[config.mk]
export PLATFORM = sky130hd
export DESIGN_NAME = rom_arbiter
export DESIGN_NICKNAME = d
export VERILOG_FILES = /design/src/rtl/rom_arb_pkg.sv /design/src/rtl/rr_arb2.sv /design/src/rtl/rom_arbiter.sv
export SDC_FILE = /design/constraint.sdc
export NUM_CORES = 1
export LEC_CHECK = 0
export ABC_CLOCK_PERIOD_IN_PS = 1200
export CORE_MARGIN = 2
export CORE_UTILIZATION = 20
export DETAILED_ROUTE_END_ITERATION = 8
export MAX_ROUTING_LAYER = met4
export PLACE_DENSITY = 0.77
export SYNTH_ARGS = -nofsm -noshare
export SYNTH_HDL_FRONTEND = slang
export SYNTH_SLANG_ARGS = --single-unit
[constraint.sdc]
create_clock -name clk -period 1.2 [get_ports clk]
set_input_delay 0.12 -clock clk [delete_from_list [all_inputs] [get_ports clk]]
set_output_delay 0.12 -clock clk [all_outputs]
set_load 0.02 [all_outputs]
[src/rtl/rom_arb_pkg.sv]
// rom_arb_pkg: shared definitions for the instruction-ROM read-port arbiter.
//   ID_M0 / ID_M1 : requester identifiers carried in the response tags
//   LATENCY_MAX   : deepest ROM read latency the tag pipeline supports
//   tag_t         : one tag pipeline stage {valid, id, err}
package rom_arb_pkg;

  localparam logic ID_M0 = 1'b0;
  localparam logic ID_M1 = 1'b1;

  localparam int LATENCY_MAX = 4;

  typedef struct packed {
    logic valid;
    logic id;
    logic err;
  } tag_t;

endpackage

[src/rtl/rr_arb2.sv]
// rr_arb2: two-way round-robin picker.
//   clk   : system clock
//   reset : asynchronous, active-high reset; forces grants low while high
//   req   : request vector, bit 0 = m0, bit 1 = m1
//   gnt   : combinational one-hot grant vector
// The `last` register remembers which requester was granted most recently;
// on contention the other requester wins. It resets to m1 so m0 wins the
// first contention after reset.
module rr_arb2 (
  input  logic       clk,
  input  logic       reset,
  input  logic [1:0] req,
  output logic [1:0] gnt
);

  logic last;

  always_comb begin
    gnt = 2'b00;
    if (!reset) begin
      if (req[0] && req[1]) begin
        gnt = last ? 2'b01 : 2'b10;
      end else begin
        gnt = req;
      end
    end
  end

  // The pointer only moves on a real grant, so withdrawn requests and idle
  // cycles leave the fairness order untouched.
  always_ff @(posedge clk or posedge reset) begin
    if (reset) begin
      last <= 1'b1;
    end else if (gnt[0]) begin
      last <= 1'b0;
    end else if (gnt[1]) begin
      last <= 1'b1;
    end
  end

endmodule

[src/rtl/rom_arbiter.sv]
// rom_arbiter: shares one synchronous instruction-ROM read port between the
// fetch requester (m0) and the debug/display requester (m1).
//   clk, reset             : clock, asynchronous active-high reset
//   mX_req / mX_addr       : read request and byte address, held until mX_gnt
//   mX_gnt                 : request accepted this cycle
//   mX_rvalid / mX_rdata   : read response for requester X, LATENCY cycles after gnt
//   mX_err                 : response address was misaligned or out of range
//   rom_addr / rom_q       : ROM word address out, ROM data in
//   busy                   : a read is granted this cycle or still in flight
module rom_arbiter
  import rom_arb_pkg::*;
#(
  parameter int ADDR_W  = 16,
  parameter int ROM_AW  = 5,
  parameter int DATA_W  = 32,
  parameter int LATENCY = 1
) (
  input  logic              clk,
  input  logic              reset,
  input  logic              m0_req,
  input  logic [ADDR_W-1:0] m0_addr,
  output logic              m0_gnt,
  output logic              m0_rvalid,
  output logic [DATA_W-1:0] m0_rdata,
  output logic              m0_err,
  input  logic              m1_req,
  input  logic [ADDR_W-1:0] m1_addr,
  output logic              m1_gnt,
  output logic              m1_rvalid,
  output logic [DATA_W-1:0] m1_rdata,
  output logic              m1_err,
  output logic [ROM_AW-1:0] rom_addr,
  input  logic [DATA_W-1:0] rom_q,
  output logic              busy
);

  generate
    if (LATENCY < 1 || LATENCY > LATENCY_MAX) begin : g_bad_latency
      $error("rom_arbiter: LATENCY must be within 1..%0d", LATENCY_MAX);
    end
  endgenerate

  logic [1:0] gnt;
  tag_t       new_tag;
  tag_t       stages [LATENCY];
  tag_t       tag_out;

  // An address is flagged when it is not word aligned or when any bit above
  // the ROM word index is set; the read itself still goes out truncated.
  function automatic logic addr_err(input logic [ADDR_W-1:0] a);
    return (a[1:0] != 2'b00) || ((a >> (ROM_AW + 2)) != '0);
  endfunction

  rr_arb2 u_rr (
    .clk   (clk),
    .reset (reset),
    .req   ({m1_req, m0_req}),
    .gnt   (gnt)
  );

  assign m0_gnt = gnt[0];
  assign m1_gnt = gnt[1];

  // Steer the granted address to the ROM and build the tag that will travel
  // alongside the read; with no grant the ROM sees word 0 and an empty tag.
  always_comb begin
    rom_addr = '0;
    new_tag  = '0;
    if (gnt[0]) begin
      rom_addr      = m0_addr[ROM_AW+1:2];
      new_tag.valid = 1'b1;
      new_tag.id    = ID_M0;
      new_tag.err   = addr_err(m0_addr);
    end else if (gnt[1]) begin
      rom_addr      = m1_addr[ROM_AW+1:2];
      new_tag.valid = 1'b1;
      new_tag.id    = ID_M1;
      new_tag.err   = addr_err(m1_addr);
    end
  end

  // The tag pipeline is as deep as the ROM latency, so the last stage always
  // describes the word currently on rom_q. Reset empties it, which drops any
  // reads still in flight.
  always_ff @(posedge clk or posedge reset) begin
    if (reset) begin
      for (int i = 0; i < LATENCY; i++) begin
        stages[i] <= '0;
      end
    end else begin
      stages[0] <= new_tag;
      for (int i = 1; i < LATENCY; i++) begin
        stages[i] <= stages[i-1];
      end
    end
  end

  assign tag_out = stages[LATENCY-1];

  // Response steering: both requesters see rom_q and qualify it with their
  // own rvalid.
  assign m0_rvalid = tag_out.valid && (tag_out.id == ID_M0);
  assign m1_rvalid = tag_out.valid && (tag_out.id == ID_M1);
  assign m0_err    = tag_out.err;
  assign m1_err    = tag_out.err;
  assign m0_rdata  = rom_q;
  assign m1_rdata  = rom_q;

  always_comb begin
    busy = |gnt;
    for (int i = 0; i < LATENCY; i++) begin
      busy = busy | stages[i].valid;
    end
  end

endmodule

## After elaboration in Yosys (flattened, before gate mapping)

Cells that the tools add are included.

- Bits in registers: 4
- Output and inout bits: 76
- Word-level logic and storage cells: 26

- Mux-type cells: 9
- Bitwise operators: 2
- Reduce and logical (&&, ||, !) cells: 11

Operators by type and width:

| cell | number |
|---|---|
| $reduce_bool 16->1 | 2 |
| $mux 5 | 2 |
| $mux 2 | 3 |
| $mux 3 | 2 |
| $reduce_bool 2->1 | 3 |
| $logic_and 1x1->1 | 3 |
| $logic_or 1x1->1 | 2 |
| $mux 1 | 2 |
| $reduce_or 2->1 | 1 |
| $not 1->1 | 1 |
| $or 1x1->1 | 1 |

## Logic depth before layout (Yosys ltp)

Gate-level depths: netlist of the first run.

- Depth in word-level cells: 5
- Mapped depth: 3
- Gate-level depth less buffers: 3

## Hierarchy

From an unflattened synthesis of the first run, not the netlist that was laid out.

- Cell total of the unflattened synthesis: 98
- Area total of the unflattened synthesis: 792.0 µm²

Modules (own cells, without submodules):

| module | instances | cells an instance | area each (µm²) | seq. area each (µm²) |
|---|---|---|---|---|
| rom_arbiter | 1 | 90 | 720.7 | 75.1 |
| rr_arb2 | 1 | 8 | 71.3 | 26.3 |

## Least setup slack after synthesis of the first run

No wires, ideal clock.

- Path type: reg2out
- Start: reg u_rr.last
- End: out rom_addr[0]
- Arrival time: 1,136 ps
- Required time: 1,080 ps
- Path slack: -56 ps
- Stages on the path, launching flop included: 3
- Path buffers: 0
- Path through: dfstp_2 -> a211oi_4 -> a22o_1

- Word-level cells in the longest chain between the ends: 5

RTL lines:

| item | line | RTL |
|---|---|---|
| from (decl) | rr_arb2.sv:16 | `logic last;` |
| from (signal assigned) | rr_arb2.sv:33 | `last <= 1'b1;` |
| from (signal assigned) | rr_arb2.sv:35 | `last <= 1'b0;` |
| from (signal assigned) | rr_arb2.sv:37 | `last <= 1'b1;` |
| $mux 2 | rr_arb2.sv:22 | `gnt = last ? 2'b01 : 2'b10;` |
| $mux 2 | rr_arb2.sv:21 | `if (req[0] && req[1]) begin` |
| $mux 2 | rr_arb2.sv:20 | `if (!reset) begin` |
| net m1_gnt | rom_arbiter.sv:28 | `output logic m1_gnt,` |
| $mux 5 | rom_arbiter.sv:74 | `end else if (gnt[1]) begin` |
| $mux 5 | rom_arbiter.sv:69 | `if (gnt[0]) begin` |
| to (decl) | rom_arbiter.sv:32 | `output logic [ROM_AW-1:0] rom_addr,` |

The timed path passes the listed nets, and every way through them passes these cells.

## Worst setup path after layout of the first run

- Start: reg u_rr.last
- End: out rom_addr[3]

- Word-level cells in the longest chain between the ends: 5

RTL lines:

| item | line |
|---|---|
| $mux 2 (*) | rr_arb2.sv:22 |
| $mux 2 (*) | rr_arb2.sv:21 |
| $mux 2 (*) | rr_arb2.sv:20 |
| $mux 5 | rom_arbiter.sv:74 |
| $mux 5 (*) | rom_arbiter.sv:69 |

Every way passes the cells marked *; elsewhere a longest branch is shown, timed or not.

==> impl_table.tex, run 1 <==
\begin{tabular}{lr}
\hline
Metric & Value \\
\hline
\multicolumn{2}{l}{\textbf{STA}} \\
Transition time at the pin with the least slew margin & 0.2301 ns \\
Highest Clock Rate & 678.3 MHz \\
Worst hold slack & 0.1026 ns \\
Min Clock Period, post-route & 1.474 ns \\
Tcrit/Tclk final & 122.9\% \\
Final clock skew & 0.003480 ns \\
Final number of max-transition violations & 0 \\
Rel. slew slack & 84.52\% \\
Total negative slack & -1.446 ns \\
Final count of negative-setup-slack endpoints & 8 \\
Hold Fails Final Rpt & 0 \\
Setup repair after global routing missed its margin & true \\
Setup slack of the critical path after layout & -0.2744 ns \\
\multicolumn{2}{l}{\textbf{Route}} \\
Top routing layer in use & met4 \\
Post-route met1 wirelength & 498 um \\
Met2 routed wirelength & 734 um \\
First-pass iteration count of the detailed router & 2 \\
Number of design-rule violations left by the first detailed-router iteration & 8 \\
Per-cell via count in the routed design & 3.741 \\
Final wirelength & 1.607 mm \\
Met3 layer wire length in the routed design & 218 um \\
Residual DRC count & 0 \\
Post-DRT Antenna Nets & 0 \\
Total via count after detailed routing & 505 \\
Post-detailed-route wirelength per cell & 11.90 um \\
\multicolumn{2}{l}{\textbf{Global route}} \\
Maximum number of pins on one net before global-route repair & 8 \\
Vias in the first global route & 553 \\
Sum of overflow across all layers after global routing & 0 \\
Antenna violations before repair & 0 \\
Overall global routing resource usage & 7.631\% \\
Global-route wire length before repair & 2.428 mm \\
\multicolumn{2}{l}{\textbf{Synthesis}} \\
Combined area of all synthesized cells & 767.0 sq um \\
Distinct cell type count after synthesis & 16 \\
Largest family of logic cells by synthesized area & buffers and inverters \\
Ys Warns & 0 \\
Post-Synth Adder-Cell Area & 0\% \\
XOR/XNOR Fraction of Synth Area & 0\% \\
Share of async-settable or async-resettable flops after synthesis & 100.0\% \\
Synth Area in Compound Gates & 13.38\% \\
Net Count, Synth & 162 \\
Avg Inst Size Synth & 8.159 sq um \\
Area fraction of the dominant cell type after synthesis & 63.62\% \\
Post-synthesis cell count & 94 \\
Cell accounting for the most synthesized area & sky130\_fd\_sc\_hd\_\_buf\_4 \\
Sequential share of the synthesized area & 13.21\% \\
Largest cells by area after synthesis & sky130\_fd\_sc\_hd\_\_buf\_4, sky130\_fd\_sc\_hd\_\_dfrtp\_1, sky130\_fd\_sc\_hd\_\_a22o\_1 \\
Synthesis-stage register bit count & 4 \\
Synth Area in Simple Gates & 8.320\% \\
Multiplexer fraction of the synthesized cell area & 0\% \\
Number of flops mapped to enable cells by yosys & 0 \\
Commonest register cell after synthesis & sky130\_fd\_sc\_hd\_\_dfrtp\_1 \\
\multicolumn{2}{l}{\textbf{Clock network}} \\
Number of levels in the clock H-tree & 1 \\
Library cell used as clock root buffer & sky130\_fd\_sc\_hd\_\_clkbuf\_8 \\
TritonCTS clock tree & done \\
Worst-path clk slew & 0.03 ns \\
Total number of clock tree sinks & 4 \\
Clock latency on the worst-skew pair & 0.22 ns \\
Maximum root-to-sink buffer count & 2 \\
Inserted Clock Buffers & 3 \\
Count of hold buffers inserted by post-cts repair & 0 \\
\multicolumn{2}{l}{\textbf{Die}} \\
Horizontal die dimension & 65.93 um \\
Core Area & 0.003661 sq mm \\
Total die area & 0.004346 sq mm \\
Total I/O pin count & 144 \\
Die extent in y & 65.93 um \\
Effective utilization at floorplan & 20.95\% \\
Number of cell rows & 22 \\
\multicolumn{2}{l}{\textbf{Critical path}} \\
Crit path launch type & flip-flop \\
Type of element capturing the critical path & output pin \\
Critical path start-end classification & reg -> out \\
Depth of the most critical reg-to-reg path & 4 \\
Worst EP required & 1.08 ns \\
Worst Path Arrival & 1.35 ns \\
Crit-path max FO & 5 \\
\multicolumn{2}{l}{\textbf{Finish}} \\
Area of the multi-input gates & 173.9 sq um \\
Post-layout nets & 156 \\
Ratio of cells with drive above 1 in the final layout & 25.29\% \\
Area growth from synthesis to layout & 19.90\% \\
Total inserted antenna cells & 0 \\
Fill cells & 404 \\
Total area of sequential cells & 101.3 sq um \\
\multicolumn{2}{l}{\textbf{Placed design}} \\
DP HPWL & 1.330 mm \\
I/O Buffers & 47 \\
GP Congestion & 0.6515 \\
Worst setup slack before clock tree synthesis & -0.7396 ns \\
\multicolumn{2}{l}{\textbf{Power}} \\
Leak Pwr & 0.3871 nW \\
VDD IR-drop max & 230.8 uV \\
Power density over cell area & 822.1 mW/mm\^{}2 \\
\multicolumn{2}{l}{\textbf{Job}} \\
Reported max-cap violation count & 0 \\
\multicolumn{2}{l}{\textbf{Run status}} \\
Failing checks & negative setup slack \\
Outcome & finished, violations left \\
\multicolumn{2}{l}{\textbf{Hold path}} \\
Type of the worst min-delay path & in -> async \\
\hline
\end{tabular}
-- per-stage QoR --
| stage | cells | area [sq um] | total power, mW | util (%) |
|---|---|---|---|---|
| final | 135 | 919.6 | 0.7561 | 25.12 |
| after global routing | 135 | 919.6 | 0.7978 | 25.12 |
| after CTS | 136 | 929.6 | 0.7715 | 25.39 |
| after detailed placement | 128 | 839.6 | 0.4478 | 22.93 |
| after global placement | 128 | 839.6 | 0.4447 | 22.93 |
| after floorplan | 94 | 767.0 | 0.5640 | - |
-- power breakdown --
group	switching, mW	internal, mW
clock network	0.0744	0.227
logic	0.105	0.188
registers	0.0103	0.151
total	0.189	0.567
-- critical path, stage by stage, from the launching register on --
cell and delay [ns]:
sky130_fd_sc_hd__dfstp_2 0.57, sky130_fd_sc_hd__a211oi_4 0.08, sky130_fd_sc_hd__buf_6 0.14, sky130_fd_sc_hd__a22o_1 0.22
sky130_fd_sc_hd__buf_6 0.13
-- final cells by class --
class,instances,share of cell area [%]
Sequential cell,4,11.02
Clock buffer,4,4.898
Tap cell,48,6.531
Timing Repair Buffer,54,57.41
Inverter,3,1.224
Multi-Input combinational cell,22,18.91
-- what timing repair did --
item | in CTS | in global routing
pin swaps | 8 | 0
endpoints found under the setup margin | 12 | 11
buffers inserted | 4 | 0
resized for setup | 56 | 2
gates cloned | 0 | 0
-- cell usage in the layout, fill, tap and decap left out --
cell type                         instances
sky130_fd_sc_hd__o21ai_0                  1
sky130_fd_sc_hd__buf_2                    1
sky130_fd_sc_hd__and2_1                   1
sky130_fd_sc_hd__a21o_1                   1
sky130_fd_sc_hd__a211oi_1                 1
sky130_fd_sc_hd__nor4_1                   4
sky130_fd_sc_hd__dfstp_2                  1
sky130_fd_sc_hd__clkbuf_1                 1
sky130_fd_sc_hd__a22o_1                   6
sky130_fd_sc_hd__inv_2                    1
sky130_fd_sc_hd__nand3_1                  2
sky130_fd_sc_hd__clkdlybuf4s15_1          1
sky130_fd_sc_hd__nor3_1                   2
sky130_fd_sc_hd__buf_6                    9
sky130_fd_sc_hd__a211oi_4                 1
sky130_fd_sc_hd__o211a_4                  1
sky130_fd_sc_hd__nor2b_1                  1
sky130_fd_sc_hd__dlygate4sd2_1            5
sky130_fd_sc_hd__dfrtp_1                  3
sky130_fd_sc_hd__clkdlybuf4s50_1         33
sky130_fd_sc_hd__clkbuf_8                 3
sky130_fd_sc_hd__inv_1                    2
sky130_fd_sc_hd__buf_4                    5
sky130_fd_sc_hd__nand2b_1                 1
-- cell usage after synthesis, drive strengths merged, types with 2 or more instances --
cell and n:
nor4 4, buf 65, dfrtp 3, a211oi 2, a22o 6, nand3 2
inv 3, nor3 2
-- per-layer routing --
layer | up-vias | track usage, %
li1 | 233 | -
met1 | 203 | 7.172
met2 | 39 | 9.848
met3 | 30 | 4.089
met4 | 0 | 9.635
met5 | - | -
-- flip-flops by register name, summed over array words and instances (netlist names) --
name and cells:
m0_err 1, u_rr.last 1, stages 2
-- worst paths after layout --
path / start / slack [ns] / end
worst max-delay path: u_rr.last / -0.27 / rom_addr[3]
worst min-delay path: reset / 0.10 / stages[2]
worst max register to register: u_rr.last / 0 / m0_err
worst min register to register: u_rr.last / 0.68 / u_rr.last
max in group asynchronous: reset / 0.90 / u_rr.last
min in group clk: rom_q[25] / 0.24 / m0_rdata[25]
-- logic make-up (layout without fill, tap and decap cells) --
family	Yosys count	count (layout)
buffers and inverters	68	61
AO/OA/AOI/OAI	11	11
AND/OR/NAND/NOR	11	11
flip-flops	4	4
No activity file was read; power rests on OpenSTA's default activity.
==> run 2: changes to the inputs <==
--- a/config.mk
+++ b/config.mk
@@ -6,11 +6,10 @@
 export NUM_CORES = 1
 export LEC_CHECK = 0
 export ABC_CLOCK_PERIOD_IN_PS = 1200
-export CORE_MARGIN = 2
 export CORE_UTILIZATION = 20
 export DETAILED_ROUTE_END_ITERATION = 8
 export MAX_ROUTING_LAYER = met4
-export PLACE_DENSITY = 0.77
+export PLACE_DENSITY = 0.81
 export SYNTH_ARGS = -nofsm -noshare
 export SYNTH_HDL_FRONTEND = slang
 export SYNTH_SLANG_ARGS = --single-unit
==> run 2 against run 1 <==
Routed wire length fell by 2.6%. Non-clock buffer count unchanged. Largest power group unchanged. Highest routed layer unchanged. The run still ends with negative setup slack left. Clock skew is 0.00087 ns higher. Critical path type unchanged.
==> impl_table.tex, run 2 (synthesized netlist as in run 1, its figures left out) <==
\begin{tabular}{lr}
\hline
Metric & Value \\
\hline
\multicolumn{2}{l}{\textbf{Hold path}} \\
Type of the worst min-delay path & in -> async \\
\multicolumn{2}{l}{\textbf{Finish}} \\
Post-route non-filler standard cell count & 135 (unchanged) \\
Final design instance area without fill & 913.4 sq um (-0.68\%) \\
Ratio of cells with drive above 1 in the final layout & 25.29\% (unchanged) \\
Most frequent cells in the layout & sky130\_fd\_sc\_hd\_\_clkdlybuf4s50\_1, sky130\_fd\_sc\_hd\_\_buf\_6, sky130\_fd\_sc\_hd\_\_dlygate4sd2\_1 \\
Register with the most flip-flops & stages \\
Total inserted antenna cells & 0 (unchanged) \\
Flip-flop count of the largest register, all copies and words added & 2 (unchanged) \\
Most frequent standard cell in the layout excluding fill and tap cells & sky130\_fd\_sc\_hd\_\_clkdlybuf4s50\_1 \\
Fill cells & 395 (-2.2\%) \\
Area growth from synthesis to layout & 19.09\% \\
Post-layout nets & 156 (unchanged) \\
\multicolumn{2}{l}{\textbf{Die}} \\
Total die area & 0.004086 sq mm (-6.0\%) \\
Horizontal die dimension & 63.93 um (-3.0\%) \\
Core Area & 0.003661 sq mm (unchanged) \\
Total I/O pin count & 144 (unchanged) \\
Number of cell rows & 22 (unchanged) \\
Die extent in y & 63.93 um (-3.0\%) \\
Effective utilization at floorplan & 20.95\% (unchanged) \\
\multicolumn{2}{l}{\textbf{Placed design}} \\
Placement Cell Area & 839.6 sq um (unchanged) \\
DP HPWL & 1.220 mm (-8.2\%) \\
I/O Buffers & 47 (unchanged) \\
Cell Count Post-Placement & 128 (unchanged) \\
GP Congestion & 0.7244 (+11\%) \\
Worst setup slack before clock tree synthesis & -0.7614 ns (-0.02183 ns) \\
\multicolumn{2}{l}{\textbf{STA}} \\
Hold Fails Final Rpt & 0 (unchanged) \\
Setup slack of the critical path after layout & -0.1849 ns (+0.08948 ns) \\
Tcrit/Tclk final & 115.4\% (-7.5 points) \\
Min Clock Period, post-route & 1.385 ns (-0.08948 ns) \\
Highest Clock Rate & 722.1 MHz (+6.5\%) \\
Rel. slew slack & 79.03\% (-5.5 points) \\
Setup repair after global routing missed its margin & true \\
Total negative slack & -1.173 ns (+0.2731 ns) \\
Final count of negative-setup-slack endpoints & 8 (unchanged) \\
Final clock skew & 0.004355 ns (+0.0008746 ns) \\
Final number of max-transition violations & 0 (unchanged) \\
Transition time at the pin with the least slew margin & 0.3135 ns (+0.08338 ns) \\
\multicolumn{2}{l}{\textbf{Run status}} \\
Outcome & finished, violations left \\
Failing checks & negative setup slack \\
\multicolumn{2}{l}{\textbf{Route}} \\
Post-DRT Antenna Nets & 0 (unchanged) \\
Per-cell via count in the routed design & 3.881 (+3.8\%) \\
Post-detailed-route wirelength per cell & 11.60 um (-2.6\%) \\
Total via count after detailed routing & 524 (+3.8\%) \\
First-pass iteration count of the detailed router & 3 (+1) \\
Number of design-rule violations left by the first detailed-router iteration & 9 (+1) \\
Residual DRC count & 0 (unchanged) \\
Final wirelength & 1.566 mm (-2.6\%) \\
\multicolumn{2}{l}{\textbf{Clock network}} \\
Maximum root-to-sink buffer count & 2 (unchanged) \\
Clock latency on the worst-skew pair & 0.22 ns (about the same) \\
Worst-path clk slew & 0.03 ns (about the same) \\
Number of levels in the clock H-tree & 1 (unchanged) \\
Count of hold buffers inserted by post-cts repair & 0 (unchanged) \\
TritonCTS clock tree & done \\
Total number of clock tree sinks & 4 (unchanged) \\
Library cell used as clock root buffer & sky130\_fd\_sc\_hd\_\_clkbuf\_8 \\
Inserted Clock Buffers & 3 (unchanged) \\
\multicolumn{2}{l}{\textbf{Critical path}} \\
Crit-path max FO & 6 (+1) \\
Critical path start-end classification & reg -> out \\
Type of element capturing the critical path & output pin \\
Worst EP required & 1.08 ns (about the same) \\
Depth of the most critical reg-to-reg path & 4 (unchanged) \\
Crit path launch type & flip-flop \\
Worst Path Arrival & 1.26 ns (-0.09 ns) \\
\multicolumn{2}{l}{\textbf{Power}} \\
Leak Pwr & 0.3908 nW (+0.95\%) \\
Total design power & 752.6 uW (-0.45\%) \\
VDD IR-drop max & 177.2 uV (-23\%) \\
Power density over cell area & 824.0 mW/mm\^{}2 (+0.23\%) \\
\multicolumn{2}{l}{\textbf{Global route}} \\
Overall global routing resource usage & 7.698\% (+0.068 points) \\
Sum of overflow across all layers after global routing & 0 (unchanged) \\
Global-route wire length before repair & 2.311 mm (-4.8\%) \\
Maximum number of pins on one net before global-route repair & 7 (-1) \\
Vias in the first global route & 530 (-4.2\%) \\
Antenna violations before repair & 0 (unchanged) \\
\multicolumn{2}{l}{\textbf{Job}} \\
Reported max-cap violation count & 0 (unchanged) \\
\hline
\end{tabular}
==> run 2: final cells by class <==
type / count / area, sq um / share of cell area, %
repair buffers: 54 / 521.8 / 57.12
multi-input cells: 22 / 173.9 / 19.04
well taps: 48 / 60.06 / 6.575
inverters: 3 / 11.26 / 1.233
flip-flops and latches: 4 / 101.3 / 11.10
clock buffers: 4 / 45.04 / 4.932
==> run 2: final timing paths <==
check                                    to  slack [ns]  startpoint
worst min register to register    u_rr.last        0.67   u_rr.last
worst max register to register       m0_err       -0.02   u_rr.last
worst max-delay path            rom_addr[1]       -0.18   u_rr.last
min in group clk                m1_rdata[0]        0.24    rom_q[0]
worst min-delay path              stages[1]        0.11       reset
max in group asynchronous         u_rr.last        0.90       reset
==> run 2: worst max-delay path, cell delays in order (launching register included) <==
cell                       delay, ns
sky130_fd_sc_hd__dfstp_2        0.57
sky130_fd_sc_hd__a211oi_4       0.09
sky130_fd_sc_hd__a22o_1         0.26
sky130_fd_sc_hd__buf_6          0.13
==> run 2: what timing repair did <==
| action | CTS | global route |
|---|---|---|
| hold endpoints to repair | 0 | 0 |
| setup endpoints to repair | 13 | 8 |
| cloned | 0 | 0 |
| buffers inserted | 4 | 1 |
| gates resized for setup | 55 | 2 |
| pin swaps | 8 | 5 |
==> run 2: power by group <==
| part | total (mW) | switching (mW) | internal, mW |
|---|---|---|---|
| clock | 0.302 | 0.0744 | 0.227 |
| combinational | 0.289 | 0.104 | 0.185 |
| sequential | 0.162 | 0.0103 | 0.151 |
| total | 0.753 | 0.189 | 0.564 |
==> run 2: through the flow <==
step,hold WS (ns),util [%]
3_3_place_gp,0.2402,22.93
6_report,0.1090,24.95
5_1_grt,0.1175,24.95
3_5_place_dp,0.2402,22.93
2_1_floorplan,-0.1005,-
4_1_cts,0.1033,24.85
==> run 2: layer usage <==
layer	wire length, um	track usage [%]
met1	413	5.032
met2	746	12.37
met3	236	3.571
met4	170	11.36
met5	0	-
==> run 3: changes to the inputs <==
--- a/config.mk
+++ b/config.mk
@@ -8,6 +8,7 @@
 export ABC_CLOCK_PERIOD_IN_PS = 1200
 export CORE_UTILIZATION = 20
 export DETAILED_ROUTE_END_ITERATION = 8
+export GPL_TIMING_DRIVEN = 0
 export MAX_ROUTING_LAYER = met4
 export PLACE_DENSITY = 0.81
 export SYNTH_ARGS = -nofsm -noshare
==> run 3 against run 2 <==
Largest power group is now combinational cells. Die area stayed put. Sequential cell count stayed put. Sequential share of layout area is 6.1 points lower. The flow still finishes with violations (negative setup slack). Highest routed layer unchanged. Global-route usage is 3.6 points higher. Combinational power grew to 2.8 times the previous value. First-iteration DRC count is 22% higher. Sequential power hardly changed. Setup slack worse by 0.078 ns. Clock-buffer cell count stayed put. Non-clock buffer count is 127 higher.
==> impl_table.tex, run 3 (synthesized netlist as in run 1, its figures left out) <==
\begin{tabular}{lr}
\hline
Metric & Value \\
\hline
\multicolumn{2}{l}{\textbf{Placed design}} \\
Placement Cell Area & 0.001938 sq mm (+130\%) \\
GP Congestion & 0.6863 (-5.3\%) \\
DP HPWL & 2.220 mm (+82\%) \\
I/O Buffers & 111 (+140\%) \\
\multicolumn{2}{l}{\textbf{Critical path}} \\
Crit-path max FO & 6 (unchanged) \\
Worst EP required & 1.08 ns (about the same) \\
Critical path start-end classification & reg -> out \\
Crit path launch type & flip-flop \\
Worst Path Arrival & 1.34 ns (+0.08 ns) \\
Type of element capturing the critical path & output pin \\
\multicolumn{2}{l}{\textbf{STA}} \\
Highest Clock Rate & 683.7 MHz (-5.3\%) \\
Final number of max-transition violations & 0 (unchanged) \\
Total negative slack & -1.361 ns (-0.1881 ns) \\
Setup slack of the critical path after layout & -0.2626 ns (-0.07774 ns) \\
Setup repair after global routing missed its margin & true \\
Tcrit/Tclk final & 121.9\% (+6.5 points) \\
Min Clock Period, post-route & 1.463 ns (+0.07774 ns) \\
Transition time at the pin with the least slew margin & 0.2281 ns (-0.08534 ns) \\
Hold Fails Final Rpt & 0 (unchanged) \\
Final clock skew & 0.005855 ns (+0.001500 ns) \\
Rel. slew slack & 84.65\% (+5.6 points) \\
Final count of negative-setup-slack endpoints & 7 (-1) \\
\multicolumn{2}{l}{\textbf{Global route}} \\
Met3 usage & 3.393\% (-0.18 points) \\
Overall global routing resource usage & 11.35\% (+3.6 points) \\
Met2 Track Usage GR & 23.14\% (+11 points) \\
GR met1 Demand/Resource & 9.615\% (+4.6 points) \\
Maximum number of pins on one net before global-route repair & 8 (+1) \\
Global-route wire length before repair & 3.588 mm (+55\%) \\
Antenna violations before repair & 0 (unchanged) \\
Global-route layer with the greatest usage & met2 \\
Vias in the first global route & 952 (+80\%) \\
Sum of overflow across all layers after global routing & 0 (unchanged) \\
\multicolumn{2}{l}{\textbf{Power}} \\
Clock network fraction of total power & 23.9\% (-16 points) \\
Total design power & 1.277 mW (+70\%) \\
Int Power & 878.1 uW (+56\%) \\
Leak Pwr & 0.9458 nW (+140\%) \\
Switching portion of total power & 31.24\% (+6.2 points) \\
Power share of the combinational group & 63.4\% (+25 points) \\
VDD IR-drop max & 248.4 uV (+40\%) \\
Power share of the sequential group & 12.7\% (-8.8 points) \\
Switching power summed over all nets & 399.0 uW (+110\%) \\
Power density over cell area & 626.2 mW/mm\^{}2 (-24\%) \\
\multicolumn{2}{l}{\textbf{Finish}} \\
Post-layout nets & 283 (+81\%) \\
Area growth from synthesis to layout & 165.9\% \\
Most frequent cells in the layout & sky130\_fd\_sc\_hd\_\_clkdlybuf4s50\_1, sky130\_fd\_sc\_hd\_\_buf\_4, sky130\_fd\_sc\_hd\_\_buf\_6 \\
Fill cells & 348 (-12\%) \\
Ratio of cells with drive above 1 in the final layout & 39.25\% (+14 points) \\
Register with the most flip-flops & stages \\
Total inserted antenna cells & 0 (unchanged) \\
Most frequent standard cell in the layout excluding fill and tap cells & sky130\_fd\_sc\_hd\_\_clkdlybuf4s50\_1 \\
Final design instance area without fill & 0.002039 sq mm (+120\%) \\
Flip-flop count of the largest register, all copies and words added & 2 (unchanged) \\
\multicolumn{2}{l}{\textbf{Clock network}} \\
Number of levels in the clock H-tree & 1 (unchanged) \\
Inserted Clock Buffers & 3 (unchanged) \\
Maximum root-to-sink buffer count & 2 (unchanged) \\
Clock latency on the worst-skew pair & 0.22 ns (about the same) \\
Total number of clock tree sinks & 4 (unchanged) \\
Worst-path clk slew & 0.03 ns (about the same) \\
Library cell used as clock root buffer & sky130\_fd\_sc\_hd\_\_clkbuf\_8 \\
TritonCTS clock tree & done \\
\multicolumn{2}{l}{\textbf{Run status}} \\
Failing checks & negative setup slack \\
Outcome & finished, violations left \\
\multicolumn{2}{l}{\textbf{Route}} \\
First-pass iteration count of the detailed router & 2 (-1) \\
Final wirelength & 2.509 mm (+60\%) \\
Per-cell via count in the routed design & 3.828 (-1.4\%) \\
Total via count after detailed routing & 1003 (+91\%) \\
Post-DRT Antenna Nets & 0 (unchanged) \\
Post-detailed-route wirelength per cell & 9.576 um (-17\%) \\
Number of design-rule violations left by the first detailed-router iteration & 11 (+2) \\
Residual DRC count & 0 (unchanged) \\
\multicolumn{2}{l}{\textbf{Die}} \\
Horizontal die dimension & 63.93 um (unchanged) \\
Total I/O pin count & 144 (unchanged) \\
Number of cell rows & 22 (unchanged) \\
Effective utilization at floorplan & 20.95\% (unchanged) \\
Core Area & 0.003661 sq mm (unchanged) \\
Die extent in y & 63.93 um (unchanged) \\
Total die area & 0.004086 sq mm (unchanged) \\
\multicolumn{2}{l}{\textbf{Job}} \\
Reported max-cap violation count & 0 (unchanged) \\
\multicolumn{2}{l}{\textbf{Hold path}} \\
Type of the worst min-delay path & in -> async \\
\hline
\end{tabular}
-- run 3: final cells by class --
cell class | count | area [sq um] | area share, %
repair buffers | 116 | 1160 | 56.87
multi-input cells | 22 | 173.9 | 8.528
well taps | 48 | 60.06 | 2.945
inverters | 3 | 11.26 | 0.5521
flip-flops and latches | 4 | 101.3 | 4.969
plain buffers | 65 | 488.0 | 23.93
clock buffers | 4 | 45.04 | 2.209
-- run 3: worst paths after layout --
path                           start          end  slack (ns)  depth (start not counted)
setup / recovery           u_rr.last  rom_addr[0]       -0.26                          4
hold / removal                 reset    u_rr.last        0.14                          2
setup reg to reg           u_rr.last       m0_err           0                          4
hold reg to reg            u_rr.last    u_rr.last        0.66                          2
max in group asynchronous      reset    stages[2]        0.49                          3
min in group clk              m1_req    stages[2]        0.23                          3
-- run 3: worst max-delay path, stage by stage, from the launching register on --
cell and delay (ns):
sky130_fd_sc_hd__dfstp_2 0.56, sky130_fd_sc_hd__a211oi_4 0.07, sky130_fd_sc_hd__buf_6 0.14, sky130_fd_sc_hd__a22o_1 0.22, sky130_fd_sc_hd__buf_6 0.13
-- run 3: through the flow --
step,hold WS (ns),util (%),setup WS (ns),cells
6_report,0.1419,55.71,-0.2626,262
5_1_grt,0.1523,55.71,-0.3077,262
4_1_cts,0.1368,55.57,-0.2722,262
3_5_place_dp,0.4483,52.94,-0.8156,253
3_3_place_gp,0.4561,52.94,-0.8117,253
2_1_floorplan,-0.1005,-,-0.05581,94
-- run 3: layer usage --
metal  vias up  wire, um
met1       442       808
met4         0        24
met5         -         0
met2        69      1431
met3         3       245
li1        489         -
-- run 3: power groups by stage --
stage,sequential [mW],clock [mW],combinational [mW]
floorplan,0.166,0,0.398
global placement,0.163,0,0.789
detailed placement,0.163,0,0.795
CTS,0.162,0.314,0.816
global route,0.164,0.322,0.849
finish,0.162,0.305,0.810
-- run 3: repair_timing --
action | in CTS | in global routing
hold endpoints to repair | 3 | 0
hold buffers | 1 | 0
pin swaps | 7 | 0
setup buffers | 4 | 0
gates resized for setup | 54 | 3
endpoints found under the setup margin | 12 | 11
